$ cat src/rtl/lsu_rmw.sv
// Load/store unit that maps RISC-V byte/half/word accesses onto a word-only memory
// (sub-word stores use read-modify-write). Optional trap build: LSU_MISALIGN_TRAP_EN.
module lsu_rmw (
  input  logic        clk_i,
  input  logic        rst_i,
  input  logic        core_req_i,
  input  logic        core_we_i,
  input  logic [2:0]  core_size_i,
  input  logic [31:0] core_addr_i,
  input  logic [31:0] core_wd_i,
  output logic [31:0] core_rd_o,
  output logic        core_stall_o,
`ifdef LSU_MISALIGN_TRAP_EN
  output logic        core_misalign_o,
`endif
  output logic        mem_req_o,
  output logic        mem_we_o,
  output logic [31:0] mem_addr_o,
  output logic [31:0] mem_wd_o,
  input  logic [31:0] mem_rd_i
);

  typedef enum logic [1:0] {IDLE, LD_RESP, RMW_WR, DONE} state_t;

  state_t      state_q;
  logic [31:0] addr_q;
  logic [15:0] wd_q;
  logic [31:0] rd_q;
  logic [2:0]  size_q;
  logic        we_q;
  logic        mis_q;

  logic size_byte, size_half, size_word, misaligned;

  assign size_byte = (core_size_i[1:0] == 2'b00);
  assign size_half = (core_size_i[1:0] == 2'b01);
  assign size_word = !size_byte && !size_half;

`ifdef LSU_MISALIGN_TRAP_EN
  assign misaligned = (size_half && core_addr_i[0]) ||
                      (size_word && (core_addr_i[1:0] != 2'b00));
`else
  assign misaligned = 1'b0;
`endif

  // funct3[2] selects zero extension; funct3[1:0] selects the access width.
  function automatic logic [31:0] extract(input logic [31:0] w, input logic [2:0] sz,
                                          input logic [1:0] off);
    logic [7:0]  b;
    logic [15:0] h;
    b = w[{off, 3'b000} +: 8];
    h = off[1] ? w[31:16] : w[15:0];
    case (sz[1:0])
      2'b00:   return sz[2] ? {24'b0, b} : {{24{b[7]}}, b};
      2'b01:   return sz[2] ? {16'b0, h} : {{16{h[15]}}, h};
      default: return w;
    endcase
  endfunction

  function automatic logic [31:0] merge(input logic [31:0] w, input logic [2:0] sz,
                                        input logic [1:0] off, input logic [15:0] wd);
    logic [31:0] r;
    r = w;
    if (sz[1:0] == 2'b00) r[{off, 3'b000} +: 8] = wd[7:0];
    else                  r[{off[1], 4'b0000} +: 16] = wd;
    return r;
  endfunction

  always_ff @(posedge clk_i) begin
    if (rst_i) begin
      state_q <= IDLE;
      addr_q  <= '0;
      wd_q    <= '0;
      rd_q    <= '0;
      size_q  <= '0;
      we_q    <= 1'b0;
      mis_q   <= 1'b0;
    end else begin
      case (state_q)
        IDLE: if (core_req_i) begin
          addr_q <= core_addr_i;
          wd_q   <= core_wd_i[15:0];
          size_q <= core_size_i;
          we_q   <= core_we_i;
          mis_q  <= misaligned;
          if (misaligned)                  state_q <= DONE;
          else if (!core_we_i)             state_q <= LD_RESP;
          else if (size_word)              state_q <= DONE;
          else                             state_q <= RMW_WR;
        end
        LD_RESP: begin
          rd_q    <= extract(mem_rd_i, size_q, addr_q[1:0]);
          state_q <= DONE;
        end
        RMW_WR:  state_q <= DONE;
        default: state_q <= IDLE;
      endcase
    end
  end

  // Outputs depend on the live request in IDLE, so they are decoded combinationally
  // and forced to zero while reset is held.
  always_comb begin
    core_rd_o    = '0;
    core_stall_o = 1'b0;
    mem_req_o    = 1'b0;
    mem_we_o     = 1'b0;
    mem_addr_o   = '0;
    mem_wd_o     = '0;
`ifdef LSU_MISALIGN_TRAP_EN
    core_misalign_o = 1'b0;
`endif
    if (!rst_i) begin
      case (state_q)
        IDLE: if (core_req_i) begin
          core_stall_o = 1'b1;
          if (!misaligned) begin
            mem_req_o  = 1'b1;
            mem_addr_o = {core_addr_i[31:2], 2'b00};
            if (core_we_i && size_word) begin
              mem_we_o = 1'b1;
              mem_wd_o = core_wd_i;
            end
          end
        end
        LD_RESP: core_stall_o = 1'b1;
        RMW_WR: begin
          core_stall_o = 1'b1;
          mem_req_o    = 1'b1;
          mem_we_o     = 1'b1;
          mem_addr_o   = {addr_q[31:2], 2'b00};
          mem_wd_o     = merge(mem_rd_i, size_q, addr_q[1:0], wd_q);
        end
        default: begin
          core_rd_o = (we_q || mis_q) ? 32'h0 : rd_q;
`ifdef LSU_MISALIGN_TRAP_EN
          core_misalign_o = mis_q;
`endif
        end
      endcase
    end
  end

endmodule
$ cat config.mk
export PLATFORM = sky130hd
export DESIGN_NAME = lsu_rmw
export DESIGN_NICKNAME = d
export VERILOG_FILES = /design/src/rtl/lsu_rmw.sv
export SDC_FILE = /design/constraint.sdc
export NUM_CORES = 1
export LEC_CHECK = 0
export ABC_AREA = 1
export CAP_MARGIN = 0
export CORE_MARGIN = 4
export CORE_UTILIZATION = 45
export DETAILED_ROUTE_END_ITERATION = 16
export PLACE_DENSITY = 0.8
export SLEW_MARGIN = 20
export SYNTH_ARGS = -nofsm -noshare
export SYNTH_HDL_FRONTEND = slang
export SYNTH_SLANG_ARGS = --single-unit
$ cat constraint.sdc
create_clock -name clk_i -period 4.1 [get_ports clk_i]
set_clock_uncertainty 0.15 [all_clocks]
set_input_delay 0.41 -clock clk_i [delete_from_list [all_inputs] [get_ports clk_i]]
set_output_delay 0.41 -clock clk_i [all_outputs]
set_load 0.1 [all_outputs]
== Yosys cells after proc, flatten, opt, wreduce, memory -nomap -nowiden ==
Index checks and enable logic that the tools add are counted.

* Add/subtract/negate cells: 2
* Eq/ne operators: 5
* Shift operators: 5
* Mux-type cells: 30
* Reduce and logical (&&, ||, !) cells: 10

{| class="wikitable"
|+ Operators by type and width
! cell !! number
|-
| $mux W32 || 11
|-
| $pmux W32 S2 || 3
|-
| $bwmux W32 || 2
|-
| $shift A16 B7 Y32 const A || 1
|-
| $shift A8 B7 Y32 const A || 1
|-
| $shiftx A16 B7 Y32 || 1
|-
| $shiftx A32 B6 Y8 || 1
|-
| $shiftx A8 B7 Y32 || 1
|-
| $mux W16 || 1
|-
| $neg A5 Y7 || 2
|-
| $mux W1 || 7
|-
| $eq A2 B1 Y1 const B || 3
|-
| $logic_not A2 Y1 || 3
|-
| $pmux W1 S2 || 3
|-
| $mux W2 || 2
|-
| $pmux W2 S2 || 1
|-
| $reduce_or A3 Y1 || 1
|-
| $eq A2 B2 Y1 const B || 1
|-
| $logic_and A1 B1 Y1 || 2
|-
| $logic_not A1 Y1 || 2
|-
| $ne A2 B2 Y1 const B || 1
|-
| $reduce_and A2 Y1 || 1
|-
| $reduce_or A2 Y1 || 1
|}

* Flip-flop bits (word level): 86
* Input bits: 103
* Output and inout bits: 99
* Logic and storage cells: 58

== Depth between registers and ports, before layout ==
* Depth in word-level cells: 8
* Depth in mapped cells: 10
* Gate-level depth less buffers: 9

== Worst setup path after synthesis ==
Ideal clock, no wire load.

* Path kind: register to output
* Start point: register addr_q[1]
* End point: output port mem_wd_o[13]
* Arrival: 3.061 ns
* Required time: 3.540 ns
* Path slack: 0.479 ns
* Stages on the path, launching flop included: 11
* Buffers on the path: 3
* Path through: dfxtp_1 > inv_2 > buf_2 > buf_2 > ha_1 > inv_1 > buf_2 > nand3_1 > o21ai_0 > nand3_1 > a21oi_1

* Cells in the longest elaborated chain, start to end: 6
* Elaborated cells on any way between the ends: 11
* Those cells by class: 2 x add/sub; 4 x shift; 5 x mux

{| class="wikitable"
|+ RTL lines
! element !! RTL line !! text
|-
| start: declaration || 26 || <nowiki>logic [31:0] addr_q;</nowiki>
|-
| start signal: assignment || 81 || <nowiki>addr_q <= core_addr_i;</nowiki>
|-
| $neg A5 Y7 (on tied branches) || 65, 64 ||
|-
| $shiftx A16 B7 Y32 (tied with other cells) || 65 || <nowiki>else r[{off[1], 4'b0000} +: 16] = wd;</nowiki>
|-
| $bwmux W32 (on tied branches) || 65, 64 ||
|-
| $mux W32 (*) || 64 || <nowiki>if (sz[1:0] == 2'b00) r[{off, 3'b000} +: 8] = wd[7:0];</nowiki>
|-
| $pmux W32 S2 (*) || 114 || <nowiki>case (state_q)</nowiki>
|-
| $mux W32 (*) || 113 || <nowiki>if (!rst_i) begin</nowiki>
|-
| end: declaration || 19 || <nowiki>output logic [31:0] mem_wd_o,</nowiki>
|}

Every way passes the cells marked *; elsewhere a longest branch is shown, timed or not.

== Worst setup path after layout ==
* Start point: register addr_q[0]
* End point: output port mem_wd_o[9]

* Cells in the longest elaborated chain, start to end: 6
* Elaborated cells on any way between the ends: 7
* Those cells by class: 1 x add/sub; 2 x shift; 4 x mux

{| class="wikitable"
|+ RTL lines
! element !! RTL line
|-
| $neg A5 Y7 (*) || 64
|-
| $shiftx A8 B7 Y32 or $shift A8 B7 Y32 (tied branches) || 64
|-
| $bwmux W32 (*) || 64
|-
| $mux W32 (*) || 64
|-
| $pmux W32 S2 (*) || 114
|-
| $mux W32 (*) || 113
|}

Marked as above.

==> flow_summary_export.csv <==
group,metric,value,unit
outcome,status,"finished clean",
final_layout,num-fill-cells,1068,
logic_synthesis,yosys-top-cells-area,"dfxtp_1 (30%), nand2_1 (16%), a21oi_1 (16%)",
final_layout,fin_cells,1254,
sta,period_needed,3.62,ns
logic_synthesis,yosys.area.top_type,"dfxtp_1",
logic_synthesis,synth_area_per_cell,6.20,µm²
grt,grt_pass1_vias,6137,
place,dp_hpwl,15000,µm
sta,setup_viol,0,
critical_path,worstSetupPathType,"reg2out",
clock_network,cts_sinks,86,
floorplan,pin_count,202,
critical_path,path_buf_inv,3,
final_layout,post-route-util,68.2,%
clock_network,cts_buffers,9,
sta,setup_tns,0,ns
sta,finalHoldViolCount,0,
final_layout,final_cell_area,8570,µm²
final_layout,area_growth,48.6,%
floorplan,rows,41,
logic_synthesis,syn_inst,929,
logic_synthesis,synth.top_cell.area_share,29.9,%
grt,grt_max_degree,104,
detailed_routing,vias,6873,
logic_synthesis,synth-seq-cells,86,
floorplan,die_y,121,µm
detailed_routing,drtPass1Iterations,8,
pwr,p_per_area,632,nW/µm²
detailed_routing,wire_per_inst,16.5,µm
floorplan,coreArea,12600,µm²
clock_network,cts_tree,"done",
logic_synthesis,synth-async-reset-ratio,0,%
sta,relSlewSlack,34.5,%
sta,setup_ws,0.482,ns
pwr,peakVddDrop,0.364,mV
pwr,leakage,3.30,nW
grt,groute.usage.overall,27.0,%
final_layout,finalNetCount,1190,
logic_synthesis,synth-main-ff-cell,"dfxtp_1",
clock_network,cts_resized,0,
clock_network,clockBufferDepth,2,
clock_network,post_cts_buffers,0,
floorplan,initial_core_util,45.9,%
critical_path,crit_chain,"inv_1 -> ha_1 -> inv_1 -> nand3_1 -> o21ai_0 -> nand3_1 -> a21oi_1 -> buf_12",
sta,grt_setup_unrepaired,"false",
logic_synthesis,synth-edff-count,0,
detailed_routing,totalWireLength,20700,µm
place,pre_cts_ws,0.897,ns
final_layout,antennaDiodeCount,0,
job,drv_cap,0,
sta,finalMaxSlewViolations,0,
clock_network,clk-insertion-delay-late,0.35,ns
sta,worst_pin_slew,0.982,ns
final_layout,mostFrequentLayoutCell,"nand2_1",
place,portBuffers,199,
floorplan,die_area,14700,µm²
sta,max_freq,276,MHz
place,postPlaceCellArea,8250,µm²
critical_path,arrival,3.06,ns
place,dp.cells,1238,
logic_synthesis,yosysSeqAreaShare,29.9,%
worst_hold_path,min_path_type,"reg2reg",
grt,globalRouteOverflowTotal,0,
logic_synthesis,syn_area,5760,µm²
critical_path,worstPathMaxFanout,16,
logic_synthesis,ys_warn_count,0,
sta,whs,0.316,ns
critical_path,cp_top_family,"buffers and inverters",
grt,grt_pass1_wl,32000,µm
floorplan,fp.dieW,121,µm
place,place.gp.congestion,0.915,
final_layout,drive_above_1_share,14.0,%
detailed_routing,vias_per_cell,5.48,
detailed_routing,drtAntennaViolNets,0,
pwr,p_total,5.42,mW
clock_network,path_clk_slew,0.07,ns
detailed_routing,drc,0,
detailed_routing,drtIter0Drc,759,
critical_path,cp_slowest_cell,"dfxtp_1",
critical_path,worstSetupStartpointType,"flop",
logic_synthesis,ys_types,30,
final_layout,final_cell_mix,"nand2_1 (249), a21oi_1 (187), clkdlybuf4s50_1 (101)",
clock_network,cts-root-buf,"clkbuf_16",
clock_network,postCtsHoldBufs,0,
clock_network,htreeDepth,3,
critical_path,end_kind,"primary output",
sta,min_period_over_period,88.2,%
grt,antenna_found_initial,0,
critical_path,required,3.54,ns
critical_path,critPathMaxStageDelay,0.63,ns
## path summary, 6_finish.rpt
path	from	to	slack (ns)	depth (start not counted)
worst max-delay path	addr_q[0]	mem_wd_o[9]	0.48	8
worst min-delay path	addr_q[17]	addr_q[17]	0.32	2
worst max register to register	size_q[1]	rd_q[18]	1.77	8
worst min register to register	addr_q[17]	addr_q[17]	0.32	2
## cells in the mapped netlist, types with 2 or more instances
master	n
a22oi_1	2
inv_2	4
inv_1	80
dfxtp_1	86
nand2_1	250
nand2_2	2
ha_1	10
o21ai_0	69
buf_1	5
nand3_1	54
a21oi_2	10
a31oi_1	2
buf_4	6
nand4_1	7
o21ai_1	9
nand2_4	2
buf_2	16
buf_6	6
a21oi_1	187
o211ai_1	37
nor2_1	36
clkbuf_1	41
## cell families after synthesis
logic type / Yosys count / synth area share, %
simple gates: 355 / 25.7
flops: 86 / 29.9
buf+inv: 159 / 12.0
compound gates: 318 / 30.3
other cells: 1 / 0.0651
fa+ha+maj: 10 / 2.17
## area by class of cell
class,count,area (µm²),share of cell area (%)
Timing Repair Buffer,210,2630,30.7
Inverter,85,324,3.78
Sequential cell,86,1720,20.1
Tap cell,172,215,2.51
Multi-Input combinational cell,685,3370,39.3
Clock buffer,9,225,2.63
Clock inverter,7,86.3,1.01
## flip-flops by register name, indices dropped and copies added, names as in the netlist
signal	flops
size_q	3
rd_q	32
we_q	1
state_q	2
wd_q	16
addr_q	32
## worst min-delay path, cell delays in order, from the launching register on
cell	delay [ns]
dfxtp_1	0.31
nand2_1	0.06
a21oi_1	0.05
## power by group
part	switching (mW)	internal, mW	total (mW)
Combinational	2.36	0.954	3.31
Clock	0.393	0.488	0.881
Sequential	0.140	1.08	1.22
## routing by layer
metal,track usage (%),routed length [µm],vias up
met5,0,0,-
met4,7.00,448,0
met3,5.22,2050,37
met2,44.5,9760,365
met1,36.4,8400,3084
li1,-,-,3387
Note: power is estimated with default switching activity, not from simulation.
